`config.mk`:
```
export PLATFORM = sky130hd
export DESIGN_NAME = aggregate_words_flat
export DESIGN_NICKNAME = d
export VERILOG_FILES = /design/src/rtl/aggregate_words_if.sv /design/src/rtl/aggregate_words.sv /design/src/flat_wrapper.sv
export SDC_FILE = /design/constraint.sdc
export NUM_CORES = 1
export LEC_CHECK = 0
export ABC_AREA = 1
export ABC_CLOCK_PERIOD_IN_PS = 1600
export BUFFER_PORTS_ARGS = -buffer_cell sky130_fd_sc_hd__buf_2
export CAP_MARGIN = 20
export CORE_MARGIN = 5
export CORE_UTILIZATION = 28
export CTS_CLUSTER_SIZE = 24
export DETAILED_ROUTE_END_ITERATION = 6
export SLEW_MARGIN = 30
export SYNTH_ARGS = -nofsm -noshare
export SYNTH_HDL_FRONTEND = slang
export SYNTH_SLANG_ARGS = --single-unit
```
`constraint.sdc`:
```
create_clock -name clk -period 1.6 [get_ports clk]
set_input_delay 0.16 -clock clk [delete_from_list [all_inputs] [get_ports clk]]
set_output_delay 0.16 -clock clk [all_outputs]
set_load 0.05 [all_outputs]
```
`src/rtl/aggregate_words_if.sv`:
```
// Beat-in / word-out bus of the word aggregator.
// The aggregator attaches to the slave modport; the beat source drives the master modport.
interface aggregate_words_if #(
  parameter int IN_W  = 2,
  parameter int OUT_W = 32
);
  localparam int CW = $clog2(OUT_W / IN_W) + 1;

  logic              axiiv;
  logic [IN_W-1:0]   axiid;
  logic              axiov;
  logic [OUT_W-1:0]  axiod;
  logic              axiol;
  logic [CW-1:0]     axiocnt;

  modport master (
    output axiiv, axiid,
    input  axiov, axiod, axiol, axiocnt
  );

  modport slave (
    input  axiiv, axiid,
    output axiov, axiod, axiol, axiocnt
  );
endinterface

```
`src/rtl/aggregate_words.sv`:
```
// Packs IN_W-bit beats into OUT_W-bit words, tags the last word of a frame
// and optionally flushes a trailing partial word with its beat count.
module aggregate_words #(
  parameter int IN_W         = 2,
  parameter int OUT_W        = 32,
  parameter bit MSB_FIRST    = 1'b1,
  parameter bit EMIT_PARTIAL = 1'b1
) (
  input logic         clk,
  input logic         rst,
  aggregate_words_if.slave bus
);

  localparam int BEATS = OUT_W / IN_W;
  localparam int CW    = $clog2(BEATS) + 1;

  typedef enum logic [1:0] {
    S_IDLE,
    S_EMIT_H,
    S_EMIT_P
  } state_t;

  state_t r_state;
  state_t w_state_nx;

  logic [OUT_W-1:0] r_shift;
  logic [CW-1:0]    r_cnt;
  logic             r_in_frame;
  logic [OUT_W-1:0] r_hold;
  logic             r_hold_v;
  logic [OUT_W-1:0] r_drain;
  logic [CW-1:0]    r_drain_cnt;
  logic             r_drain_v;

  logic             r_ov;
  logic [OUT_W-1:0] r_od;
  logic             r_ol;
  logic [CW-1:0]    r_ocnt;

  logic             w_ov_nx;
  logic [OUT_W-1:0] w_od_nx;
  logic             w_ol_nx;
  logic [CW-1:0]    w_ocnt_nx;

  logic [OUT_W-1:0] w_shift_nx;
  logic             w_beat;
  logic             w_full;
  logic             w_frame_end;
  logic             w_part_ok;
  logic             w_drain_go;

  assign w_beat      = bus.axiiv;
  assign w_full      = w_beat && (r_cnt == CW'(BEATS - 1));
  assign w_frame_end = !bus.axiiv && r_in_frame;
  assign w_part_ok   = EMIT_PARTIAL && (r_cnt != '0);
  assign w_drain_go  = (r_state == S_EMIT_H) && r_drain_v;

  // Unfilled slots stay zero, which yields the required partial justification.
  always_comb begin
    w_shift_nx = r_shift;
    for (int k = 0; k < BEATS; k++) begin
      if (r_cnt == CW'(k)) begin
        if (MSB_FIRST)
          w_shift_nx[OUT_W-(k+1)*IN_W +: IN_W] = bus.axiid;
        else
          w_shift_nx[k*IN_W +: IN_W] = bus.axiid;
      end
    end
  end

  // Drain follow-up and frame end cannot coincide: a frame end needs
  // a beat on the previous cycle, the follow-up comes right after one.
  always_comb begin
    w_state_nx = S_IDLE;
    w_ov_nx    = 1'b0;
    w_od_nx    = '0;
    w_ol_nx    = 1'b0;
    w_ocnt_nx  = '0;
    unique case (1'b1)
      w_drain_go: begin
        w_state_nx = S_EMIT_P;
        w_ov_nx    = 1'b1;
        w_od_nx    = r_drain;
        w_ol_nx    = 1'b1;
        w_ocnt_nx  = r_drain_cnt;
      end
      w_frame_end: begin
        if (r_hold_v) begin
          w_state_nx = S_EMIT_H;
          w_ov_nx    = 1'b1;
          w_od_nx    = r_hold;
          w_ol_nx    = !w_part_ok;
          w_ocnt_nx  = CW'(BEATS);
        end else if (w_part_ok) begin
          w_state_nx = S_EMIT_P;
          w_ov_nx    = 1'b1;
          w_od_nx    = r_shift;
          w_ol_nx    = 1'b1;
          w_ocnt_nx  = r_cnt;
        end
      end
      default: begin
        if (w_full && r_hold_v) begin
          w_ov_nx   = 1'b1;
          w_od_nx   = r_hold;
          w_ocnt_nx = CW'(BEATS);
        end
      end
    endcase
  end

  always_ff @(posedge clk) begin
    if (rst) begin
      r_state     <= S_IDLE;
      r_shift     <= '0;
      r_cnt       <= '0;
      r_in_frame  <= 1'b0;
      r_hold      <= '0;
      r_hold_v    <= 1'b0;
      r_drain     <= '0;
      r_drain_cnt <= '0;
      r_drain_v   <= 1'b0;
      r_ov        <= 1'b0;
      r_od        <= '0;
      r_ol        <= 1'b0;
      r_ocnt      <= '0;
    end else begin
      r_state    <= w_state_nx;
      r_ov       <= w_ov_nx;
      r_od       <= w_od_nx;
      r_ol       <= w_ol_nx;
      r_ocnt     <= w_ocnt_nx;
      r_in_frame <= bus.axiiv;
      if (w_drain_go)
        r_drain_v <= 1'b0;
      if (w_beat) begin
        if (w_full) begin
          r_shift  <= '0;
          r_cnt    <= '0;
          r_hold   <= w_shift_nx;
          r_hold_v <= 1'b1;
        end else begin
          r_shift <= w_shift_nx;
          r_cnt   <= r_cnt + 1'b1;
        end
      end else if (w_frame_end) begin
        r_drain     <= r_shift;
        r_drain_cnt <= r_cnt;
        r_drain_v   <= r_hold_v && w_part_ok;
        r_shift     <= '0;
        r_cnt       <= '0;
        r_hold_v    <= 1'b0;
      end
    end
  end

  assign bus.axiov   = r_ov;
  assign bus.axiod   = r_od;
  assign bus.axiol   = r_ol;
  assign bus.axiocnt = r_ocnt;

endmodule
```
`src/flat_wrapper.sv`:
```
// flat-port wrapper written by rule: the top's interface ports become plain ports
module aggregate_words_flat 
#(
  parameter int IN_W         = 2,
  parameter int OUT_W        = 32,
  parameter bit MSB_FIRST    = 1'b1,
  parameter bit EMIT_PARTIAL = 1'b1
)
  (clk, rst, bus_axiiv, bus_axiid, bus_axiov, bus_axiod, bus_axiol, bus_axiocnt);
  aggregate_words_if #(.IN_W(IN_W), .OUT_W(OUT_W)) bus_i ();
  input logic clk;
  input logic rst;
  input wire logic [$bits(bus_i.axiiv)-1:0] bus_axiiv;
  input wire logic [$bits(bus_i.axiid)-1:0] bus_axiid;
  output wire logic [$bits(bus_i.axiov)-1:0] bus_axiov;
  output wire logic [$bits(bus_i.axiod)-1:0] bus_axiod;
  output wire logic [$bits(bus_i.axiol)-1:0] bus_axiol;
  output wire logic [$bits(bus_i.axiocnt)-1:0] bus_axiocnt;
  assign bus_i.axiiv = bus_axiiv;
  assign bus_i.axiid = bus_axiid;
  assign bus_axiov = bus_i.axiov;
  assign bus_axiod = bus_i.axiod;
  assign bus_axiol = bus_i.axiol;
  assign bus_axiocnt = bus_i.axiocnt;
  aggregate_words #(.IN_W(IN_W), .OUT_W(OUT_W), .MSB_FIRST(MSB_FIRST), .EMIT_PARTIAL(EMIT_PARTIAL)) u_core (.clk(clk), .rst(rst), .bus(bus_i));
endmodule
```
==> impl_results.md, run 1 <==
* Clock Root Buffer: clkbuf_16
* Initial antenna violation count at 0
* Dpl cell area at 0.00735 mm^2
* Worst vdd ir at 0.000520 V
* Yosys top cell area share at 45.7%
* WL met1 at 8.52 mm
* Cells after synthesis at 969
* Max-slew violations at 0
* IO Pins at 44
* Die width at 163 um
* Initial Utilization at 28.2%
* Pre-CTS WS at -3.64 ps
* Sw power at 0.00193 W
* Ys Warns at 0
* Top Metal Used: met4
* Die area at 0.0266 mm^2
* Clk pwr share at 50.3%
* Share of post-route cells with drive strength above 1 at 16.5%
* WL met3 at 696 um
* Setup tns final at 0 ps
* Comb pwr share at 5.3%
* Final setup fails at 0
* Final hold violations at 0
* Critical R2R Launch: u_core.r_cnt[0]
* Met2 Routed Length at 8.46 mm
* Grt total ovfl at 0
* CP arrival at 1910 ps
* Setup WS post-layout at 42.3 ps
* Leakage at 3.32 nW
* Reg2Reg Setup Slack at 40 ps
* Post-route ant nets at 0
* GR Util All Layers at 13.6%
* Final antenna diode count at 0
* Clock slew seen by the registers of the worst setup and hold paths at 60 ps
* First-pass GRT wire length at 29.4 mm
* Worst path cell trace: ha_4 -> nand2_2 -> nor3_4 -> buf_6 -> buf_12 -> clkbuf_16 -> nand3_1 -> a21oi_1
* RSZ-0062 raised after global routing: true
* Clk_skew at 14.6 ps
* Largest net degree at the start of global routing at 56
* Yosys top cell by area: dfxtp_1
* GPL Wtd Cong at 0.788
* Synth Area in Adders at 1.33%
* Cells taking the most area after synthesis: dfxtp_1, nand2_1, nand3_1, nor2_1, a21oi_1
* Hold Crit Class: input port to flip-flop
* Crit end category: flip-flop
* Commonest cells after routing, fill and taps aside: nand2_1, dfxtp_1, nor2_1
* Clock Sinks at 150
* Die Ht at 163 um
* CTS Hold Bufs at 0
* Cell variety after synth at 26
* Crit path launch: u_core.r_cnt[0]
* Core Region at 0.0233 mm^2
* Worst hold margin at 68.3 ps
* Filler cells at 2535
* # DRC at 0
* WP data required at 1950 ps
* Crit Reg-Reg Endpoint: u_core.bus.axiod[19]
* Post-layout minimum cycle time at 1560 ps
* Wire per inst at 13.2 um
* Vias in the first global route at 5852
* Setup CP Type: flip-flop to flip-flop
* Power per cell area at 1030 mW/mm^2
* Hpwl dp at 11.5 mm
* Most common cell after layout, fill and taps aside: nand2_1
* Initial DRC count at 404
* Buffer depth of the longest clock path at 2
* Slew HR at 67.8%
* Mapped Nets at 981
* Number of synthesized flops with an enable pin at 0
* Switch share at 22.7%
* Worst path max stage delay at 380 ps
* Syn Area/Cell at 6.78 um^2
* Post-Place Cells at 1320
* Crit path to: u_core.bus.axiod[19]
* Xor/xnor share of the synthesized area at 0.133%
* Fin cells at 1357
* Clk Latency, worst-skew pair at 430 ps
* Type of element launching the critical path: flip-flop
* Vias per cell at 4.58
* Layout Nets at 1037
* Flop pwr share at 44.5%
* Multiplexer share of the synthesized area at 0%
* DR vias at 6221
* P&R area growth vs syn at 25.0%
* Rows at 56
* Seq/Total Area, Yosys at 45.7%
* Max Freq at 642 MHz
* TritonCTS clock tree: done
* FF+latch count, synth at 150
* Int Pwr at 0.00655 W
* H-tree Lvls at 4
* Status: complete, no violations
* MaxCap Viol Count at 0
* Simple logic cell fraction of the synthesized area at 31.2%
* Async S/R FF share, synth at 0%
* Main combinational cell family by area after synthesis: simple AND/OR/NAND/NOR gates
* Synth Area in Compound Gates at 12.0%
* Max Fanout on Critical Path at 16
* Ys flop type: dfxtp_1
* Final Cell Area at 0.00821 mm^2
* DRT Wirelength at 17.9 mm
* Total CTS buffers at 17
* Port Buffers at 43
* Reg2reg path depth at 8
* Final worst path period share at 97.4%
* Worst-margin pin slew at 478 ps
* Cell area after synthesis at 0.00657 mm^2
* CP max-delay cell: dfxtp_4
* TritonRoute pass-1 iters at 5
==> cell type report <==
type / count / area [um^2] / share of cell area, %
multi-input combinational: 665 / 3040 / 37.0
sequential: 150 / 3010 / 36.7
timing repair buffer: 96 / 776 / 9.45
clock buffer: 20 / 447 / 5.44
tap: 319 / 399 / 4.86
inverter: 95 / 357 / 4.34
clock inverter: 12 / 176 / 2.15
==> through the flow <==
step	util [%]	total power [W]
finish	35.3	0.00848
global route	35.3	0.00875
CTS	34.3	0.00850
detailed placement	31.6	0.00424
global placement	31.6	0.00424
floorplan	-	0.00407
==> power by group through the flow <==
| stage | clock network, W | registers [W] | logic, W |
|---|---|---|---|
| 3_3_place_gp | 0 | 0.00385 | 0.000391 |
| 2_1_floorplan | 0 | 0.00385 | 0.000222 |
| 6_report | 0.00426 | 0.00377 | 0.000447 |
| 3_5_place_dp | 0 | 0.00385 | 0.000392 |
| 5_1_grt | 0.00450 | 0.00377 | 0.000485 |
| 4_1_cts | 0.00434 | 0.00377 | 0.000393 |
==> synthesized netlist by cell type, types with 2 or more instances <==
cell and n:
nand3_1 99, ha_1 7, o21ai_0 65, buf_2 23
dfxtp_1 150, nand2_2 2, clkbuf_1 28, or2_2 2
nand2_1 264, nor4_1 3, buf_1 4, a21oi_1 86
o21bai_1 2, inv_1 89, inv_2 6, buf_6 2
buf_4 2, nor2_1 127
==> routing by layer <==
layer	vias to the layer above	track usage (%)
met3	21	2.90
met1	2888	17.0
met5	-	0
met4	0	4.88
li1	3170	-
met2	142	23.2
==> worst min-delay path by stage <==
stage / cells after the start / startpoint / to
final: 3 / bus_axiiv / u_core.r_cnt[2]
after global routing: 3 / bus_axiiv / u_core.r_cnt[2]
after floorplan: 2 / bus_axiiv / u_core.r_in_frame
after detailed placement: 2 / u_core.r_shift[1] / u_core.r_shift[1]
after CTS: 3 / bus_axiiv / u_core.r_cnt[2]
after global placement: 2 / u_core.r_shift[0] / u_core.r_shift[0]
==> worst max-delay path, delay by kind of cell (launching register included) <==
family                     cells  cell delay, ps
AOI/OAI and AO/OA              1             150
DFF                            1             380
adders and majority gates      1             150
and+or+nand+nor                3             390
buffers and inverters          3             430
==> cell families (layout without fill, tap and decap cells) <==
family,Yosys count,in the layout
buffers and inverters,154,223
XOR/XNOR,1,1
AO/OA/AOI/OAI,155,155
adder cells (fa/ha/maj),7,7
AND/OR/NAND/NOR,502,502
flip-flops,150,150
==> state kept, by name, indices dropped and copies added, names as in the netlist <==
signal	count
u_core.r_cnt	5
u_core.r_hold_v	1
u_core.bus.axiod	32
u_core.bus.axiocnt	5
u_core.r_drain_cnt	5
u_core.bus.axiov	1
u_core.r_shift	32
u_core.r_hold	32
u_core.bus.axiol	1
u_core.r_state	2
u_core.r_drain	32
u_core.r_in_frame	1
u_core.r_drain_v	1
==> timing repair <==
| item | CTS | global route |
|---|---|---|
| setup buffers | 0 | 3 |
| endpoints found under the setup margin | 3 | 91 |
| gates resized for setup | 1 | 59 |
| pin swaps | 0 | 6 |
| cloned | 0 | 2 |
No activity file was read; power rests on OpenSTA's default activity.
==> inputs of run 2 (changes only) <==
Settings changed: CTS_BUF_LIST from default to sky130_fd_sc_hd__clkbuf_4 sky130_fd_sc_hd__clkbuf_8.
==> run 2 against run 1 <==
Global-route usage is essentially flat. Worst hold slack better by 2.1 ps. Register-to-register slack about the same. Die area unchanged. Fmax hardly changed. Total power fell by 12%. Combinational power decreased by 5.4%. Critical path type unchanged. Critical endpoint is now u_core.r_shift[29]. Largest cell class unchanged.
==> impl_results.md, run 2 (synthesis results as in run 1) <==
* CP max-delay cell: dfxtp_4 (unchanged)
* Core Region at 0.0233 mm^2 (unchanged)
* Max-slew violations at 0 (unchanged)
* Port Buffers at 43 (unchanged)
* Buf/Inv on CP at 3 (unchanged)
* Max Fanout on Critical Path at 4 (was 16)
* Clock slew seen by the registers of the worst setup and hold paths at 80 ps (was 60 ps)
* Clk_skew at 13.8 ps (was 14.6 ps)
* Post-layout minimum cycle time at 1560 ps (about the same)
* Worst path cell trace: buf_4 -> ha_1 -> inv_1 -> nor2_1 -> buf_4 -> nand2_1 -> nand2_1 -> o21ai_1 -> nand2_1 -> a21oi_1 (was ha_4 -> nand2_2 -> nor3_4 -> buf_6 -> buf_12 -> clkbuf_16 -> nand3_1 -> a21oi_1)
* WP data required at 1990 ps (was 1950 ps)
* # DRC at 0 (unchanged)
* Status: complete, no violations (unchanged)
* Hpwl dp at 11.5 mm (unchanged)
* Comb pwr share at 5.7% (was 5.3%)
* Final Core Density at 34.7% (was 35.3%)
* Die Ht at 163 um (unchanged)
* Clock Root Buffer: clkbuf_8 (was clkbuf_16)
* Final hold violations at 0 (unchanged)
* Initial Utilization at 28.2% (unchanged)
* Sw power at 0.00179 W (was 0.00193 W)
* Largest net degree at the start of global routing at 56 (unchanged)
* IO Pins at 44 (unchanged)
* Power per cell area at 923 mW/mm^2 (was 1030 mW/mm^2)
* GPL Wtd Cong at 0.788 (unchanged)
* Clk Latency, worst-skew pair at 460 ps (was 430 ps)
* Worst-margin pin slew at 296 ps (was 478 ps)
* Final worst path period share at 97.3% (was 97.4%)
* Most common cell after layout, fill and taps aside: nand2_1 (unchanged)
* Layout Nets at 1040 (was 1037)
* Clock Sinks at 150 (unchanged)
* Int Pwr at 0.00565 W (was 0.00655 W)
* P&R area growth vs syn at 22.9% (was 25.0%)
* Final antenna diode count at 0 (unchanged)
* CP dominant cell by count: nand2_1
* Grt total ovfl at 0 (unchanged)
* Vias per cell at 4.54 (was 4.58)
* Total CTS buffers at 17 (unchanged)
* Post-route ant nets at 0 (unchanged)
* Die width at 163 um (unchanged)
* Setup CP Type: flip-flop to flip-flop (unchanged)
* Flop pwr share at 50.5% (was 44.5%)
* Crit end category: flip-flop (unchanged)
* Hold Crit Class: input port to flip-flop (unchanged)
* Commonest cells after routing, fill and taps aside: nand2_1, dfxtp_1, nor2_1 (unchanged)
* Buffer depth of the longest clock path at 2 (unchanged)
* Pwr Total at 0.00744 W (was 0.00848 W)
* Final Cell Area at 0.00807 mm^2 (was 0.00821 mm^2)
* Vias in the first global route at 5822 (was 5852)
* Dpl cell area at 0.00735 mm^2 (unchanged)
* Initial antenna violation count at 0 (unchanged)
* DR vias at 6178 (was 6221)
* Worst path max stage delay at 370 ps (was 380 ps)
* GR Util All Layers at 13.6% (about the same)
* Top Family by Delay on Critical Path: flip-flops (was buffers and inverters)
* Clk pwr share at 43.8% (was 50.3%)
* H-tree Lvls at 4 (unchanged)
* CP arrival at 1950 ps (was 1910 ps)
* Filler cells at 2550 (was 2535)
* Switch share at 24.1% (was 22.7%)
* TritonRoute pass-1 iters at 4 (was 5)
* Slew HR at 80.1% (was 67.8%)
* Wire per inst at 13.3 um (was 13.2 um)
* Post-Place Cells at 1320 (unchanged)
* Rows at 56 (unchanged)
* Final setup fails at 0 (unchanged)
* Die area at 0.0266 mm^2 (unchanged)
* Area of the multi-input gates at 0.00306 mm^2 (was 0.00304 mm^2)
* Leakage at 3.26 nW (was 3.32 nW)
* Initial DRC count at 409 (was 404)
* RSZ-0062 raised after global routing: true (unchanged)
* Type of element launching the critical path: flip-flop (unchanged)
* DRT Wirelength at 18.0 mm (was 17.9 mm)
* Fin cells at 1360 (was 1357)
* MaxCap Viol Count at 0 (unchanged)
* Worst vdd ir at 0.000355 V (was 0.000520 V)
* Seq. cell area at 0.00301 mm^2 (about the same)
* First-pass GRT wire length at 29.4 mm (about the same)
* Max Freq at 642 MHz (about the same)
* Share of post-route cells with drive strength above 1 at 17.3% (was 16.5%)
* TritonCTS clock tree: done (unchanged)
[run 2: cell type report]
class / count / share of cell area [%]
multi-input combinational: 665 / 38.0
sequential: 150 / 37.4
timing repair buffer: 99 / 9.83
tap: 319 / 4.95
inverter: 95 / 4.45
clock buffer: 20 / 3.26
clock inverter: 12 / 2.19
[run 2: worst paths after layout]
path,slack [ps],endpoint,startpoint,cells past startpoint
max,40,u_core.r_shift[29],u_core.r_cnt[0],10
max reg2reg,40,u_core.r_shift[29],u_core.r_cnt[0],10
min,70,u_core.bus.axiocnt[4],rst,2
min reg2reg,450,u_core.r_shift[1],u_core.r_shift[1],2
[run 2: worst register-to-register path, cell delays in order (launching register included)]
cell and delay [ps]:
dfxtp_4 370, buf_4 130, ha_1 190, inv_1 60, nor2_1 40, buf_4 150, nand2_1 140, nand2_1 60
o21ai_1 130, nand2_1 70, a21oi_1 130
[run 2: timing repair]
item | 4_1_cts | 5_1_grt
gates resized for setup | 1 | 75
gates cloned | 0 | 3
setup endpoints to repair | 4 | 94
hold endpoints to repair | 1 | 0
buffers inserted | 0 | 4
hold buffers | 1 | 0
pin swaps | 0 | 14
[run 2: metrics by stage]
step / hold slack [ps] / TNS (ps) / setup slack, ps
after global routing: 78.8 / -374 / -76.9
after CTS: 35.4 / 0 / 13.0
after global placement: 434 / 0 / 9.88
after floorplan: 311 / 0 / 144
final: 70.4 / 0 / 42.5
after detailed placement: 439 / -3.64 / -3.64
[run 2: per-layer routing]
| metal | vias up | part of all wire, % | wire length [um] | global-route usage [%] |
|---|---|---|---|---|
| li1 | 3177 | - | - | - |
| met1 | 2854 | 47 | 8450 | 17.1 |
| met2 | 122 | 47 | 8510 | 23.0 |
| met3 | 25 | 4.0 | 725 | 2.73 |
| met4 | 0 | 1.9 | 340 | 5.22 |
| met5 | - | 0 | 0 | 0 |
[run 2: power groups by stage]
stage	Clock, W	Sequential (W)	Combinational [W]
2_1_floorplan	0	0.00385	0.000222
3_3_place_gp	0	0.00385	0.000391
3_5_place_dp	0	0.00385	0.000392
4_1_cts	0.00335	0.00376	0.000396
5_1_grt	0.00349	0.00377	0.000462
6_report	0.00326	0.00376	0.000423
==> inputs of run 3 (changes only) <==
Settings changed: CORE_UTILIZATION 28 to 40, GPL_TIMING_DRIVEN from default to 1.
==> run 3 against run 2 <==
Clock power is 15% lower. Utilization is 14 points higher. Worst hold slack worse by 47 ps. Critical path type unchanged. Combinational power is 9.5% higher. Total power is 5.9% lower. Setup slack better by 28 ps. First-iteration DRC count is 21% higher.
==> impl_results.md, run 3 (synthesis results as in run 1) <==
* Initial antenna violation count at 0 (unchanged)
* Fin cells at 1249 (was 1360)
* Vias per cell at 4.86 (was 4.54)
* Total CTS buffers at 17 (unchanged)
* CP dominant cell by count: nand2_1 (unchanged)
* Vias in the first global route at 5796 (was 5822)
* Largest net degree at the start of global routing at 57 (was 56)
* Post-layout minimum cycle time at 1530 ps (was 1560 ps)
* Port Buffers at 43 (unchanged)
* Die area at 0.0191 mm^2 (was 0.0266 mm^2)
* Rows at 46 (was 56)
* Setup CP Type: flip-flop to flip-flop (unchanged)
* Post-route ant nets at 0 (unchanged)
* Sw power at 0.00172 W (was 0.00179 W)
* GPL Wtd Cong at 0.859 (was 0.788)
* Clock Sinks at 150 (unchanged)
* Critical R2R Launch: u_core.r_cnt[0] (unchanged)
* Share of post-route cells with drive strength above 1 at 15.7% (was 17.3%)
* RSZ-0062 raised after global routing: true (unchanged)
* Max Fanout on Critical Path at 5 (was 4)
* Seq. cell area at 0.00301 mm^2 (unchanged)
* DRT Wirelength at 17.2 mm (was 18.0 mm)
* Filler cells at 1663 (was 2550)
* Status: complete, no violations (unchanged)
* Buf/Inv on CP at 3 (unchanged)
* TritonCTS clock tree: done (unchanged)
* HP Start: bus_axiiv (was rst)
* Flop pwr share at 53.8% (was 50.5%)
* Leakage at 3.20 nW (was 3.26 nW)
* Crit end category: flip-flop (unchanged)
* Die width at 138 um (was 163 um)
* Clk_skew at 10.5 ps (was 13.8 ps)
* CP arrival at 1920 ps (was 1950 ps)
* Worst-margin pin slew at 549 ps (was 296 ps)
* Final Core Density at 48.5% (was 34.7%)
* Max-slew violations at 0 (unchanged)
* Power per cell area at 902 mW/mm^2 (was 923 mW/mm^2)
* DR vias at 6076 (was 6178)
* WP data required at 1990 ps (about the same)
* Type of element launching the critical path: flip-flop (unchanged)
* Final setup fails at 0 (unchanged)
* Slew HR at 63.0% (was 80.1%)
* Int Pwr at 0.00528 W (was 0.00565 W)
* Worst vdd ir at 0.000488 V (was 0.000355 V)
* Post-Place Cells at 1216 (was 1320)
* Buffer depth of the longest clock path at 2 (unchanged)
* Reg2Reg Setup Slack at 70 ps (was 40 ps)
* Core Region at 0.0160 mm^2 (was 0.0233 mm^2)
* Die Ht at 138 um (was 163 um)
* Wire per inst at 13.8 um (was 13.3 um)
* Reg2reg path depth at 9 (was 10)
* # DRC at 0 (unchanged)
* CP max-delay cell: dfxtp_4 (unchanged)
* Max Freq at 654 MHz (was 642 MHz)
* Initial Utilization at 41.0% (was 28.2%)
* Worst hold margin at 23.1 ps (was 70.4 ps)
* IO Pins at 44 (unchanged)
* Hold path depth at 3 (was 2)
* Clock Root Buffer: clkbuf_8 (unchanged)
* Top Family by Delay on Critical Path: flip-flops (unchanged)
* Hpwl dp at 11.0 mm (was 11.5 mm)
* Commonest cells after routing, fill and taps aside: nand2_1, dfxtp_1, nor2_1 (unchanged)
* Layout Nets at 1036 (was 1040)
* Crit Reg-Reg Endpoint: u_core.r_shift[15] (was u_core.r_shift[29])
* GR Util All Layers at 18.0% (was 13.6%)
* P&R area growth vs syn at 18.3% (was 22.9%)
* First-pass GRT wire length at 28.6 mm (was 29.4 mm)
* Clock slew seen by the registers of the worst setup and hold paths at 80 ps (about the same)
* Crit path launch: u_core.r_cnt[0] (unchanged)
* Most common cell after layout, fill and taps aside: nand2_1 (unchanged)
* Hold Crit Class: input port to flip-flop (unchanged)
* Grt total ovfl at 0 (unchanged)
* Worst path max stage delay at 380 ps (was 370 ps)
* TritonRoute pass-1 iters at 5 (was 4)
* Final worst path period share at 95.6% (was 97.3%)
* Final antenna diode count at 0 (unchanged)
* Worst path cell trace: inv_2 -> ha_2 -> inv_1 -> nor2_2 -> buf_4 -> nand2_1 -> o21ai_1 -> nand2_1 -> a21oi_1 (was buf_4 -> ha_1 -> inv_1 -> nor2_1 -> buf_4 -> nand2_1 -> nand2_1 -> o21ai_1 -> nand2_1 -> a21oi_1)
* Clk pwr share at 39.6% (was 43.8%)
* MaxCap Viol Count at 0 (unchanged)
* H-tree Lvls at 4 (unchanged)
* Min-Delay Endpoint: u_core.r_cnt[2] (was u_core.bus.axiocnt[4])
* Switch share at 24.6% (was 24.1%)
* Area of the multi-input gates at 0.00302 mm^2 (was 0.00306 mm^2)
* Clk Latency, worst-skew pair at 460 ps (about the same)
* Initial DRC count at 494 (was 409)
* Comb pwr share at 6.6% (was 5.7%)
* Final hold violations at 0 (unchanged)
-- run 3: worst max path at each step --
stage,to,slack (ps),cells past startpoint
floorplan,u_core.r_drain_v,140,8
global route,u_core.bus.axiod[27],-20,10
finish,u_core.r_shift[15],70,9
CTS,u_core.bus.axiod[16],6,8
detailed placement,u_core.bus.axiod[18],-2,8
global placement,u_core.bus.axiod[16],50,8
-- run 3: what timing repair did --
item | 4_1_cts | 5_1_grt
pin swaps | 2 | 6
gates cloned | 0 | 2
gates resized for setup | 4 | 49
endpoints found under the setup margin | 17 | 88
endpoints found under the hold margin | 0 | 0
buffers inserted | 0 | 3
hold buffers | 0 | 0
-- run 3: power groups by stage --
stage | Sequential, W | Clock [W] | Combinational [W]
finish | 0.00376 | 0.00277 | 0.000463
global route | 0.00377 | 0.00300 | 0.000501
CTS | 0.00376 | 0.00284 | 0.000401
detailed placement | 0.00385 | 0 | 0.000398
global placement | 0.00385 | 0 | 0.000397
floorplan | 0.00385 | 0 | 0.000222
-- run 3: per-stage QoR --
| step | power (W) | instance area (um^2) | TNS (ps) | worst slack (ps) |
|---|---|---|---|---|
| after CTS | 0.00700 | 7590 | 0 | 6.33 |
| final | 0.00700 | 7770 | 0 | 70.1 |
| after global placement | 0.00425 | 7230 | 0 | 51.1 |
| after floorplan | 0.00407 | 6570 | 0 | 144 |
| after global routing | 0.00727 | 7770 | -111 | -21.9 |
| after detailed placement | 0.00425 | 7230 | -5.39 | -2.44 |
-- run 3: worst reg2reg max path, cell delays in order (launching register included) --
cell	delay, ps
dfxtp_4	380
inv_2	70
ha_2	180
inv_1	50
nor2_2	120
buf_4	170
nand2_1	120
o21ai_1	190
nand2_1	70
a21oi_1	120
-- run 3: layer usage --
| layer | up-vias | GRT usage [%] | share of wire (%) |
|---|---|---|---|
| li1 | 3162 | - | - |
| met1 | 2802 | 22.6 | 48 |
| met2 | 91 | 31.0 | 47 |
| met3 | 21 | 3.86 | 3.3 |
| met4 | 0 | 5.56 | 1.5 |
| met5 | - | 0 | 0 |
-- run 3: area by class of cell --
class / count / share of cell area, %
repair buffers: 95 / 9.70
clock inverters: 10 / 1.42
well taps: 216 / 3.48
clock buffers: 18 / 3.19
multi-input cells: 665 / 38.8
inverters: 95 / 4.59
flip-flops and latches: 150 / 38.8
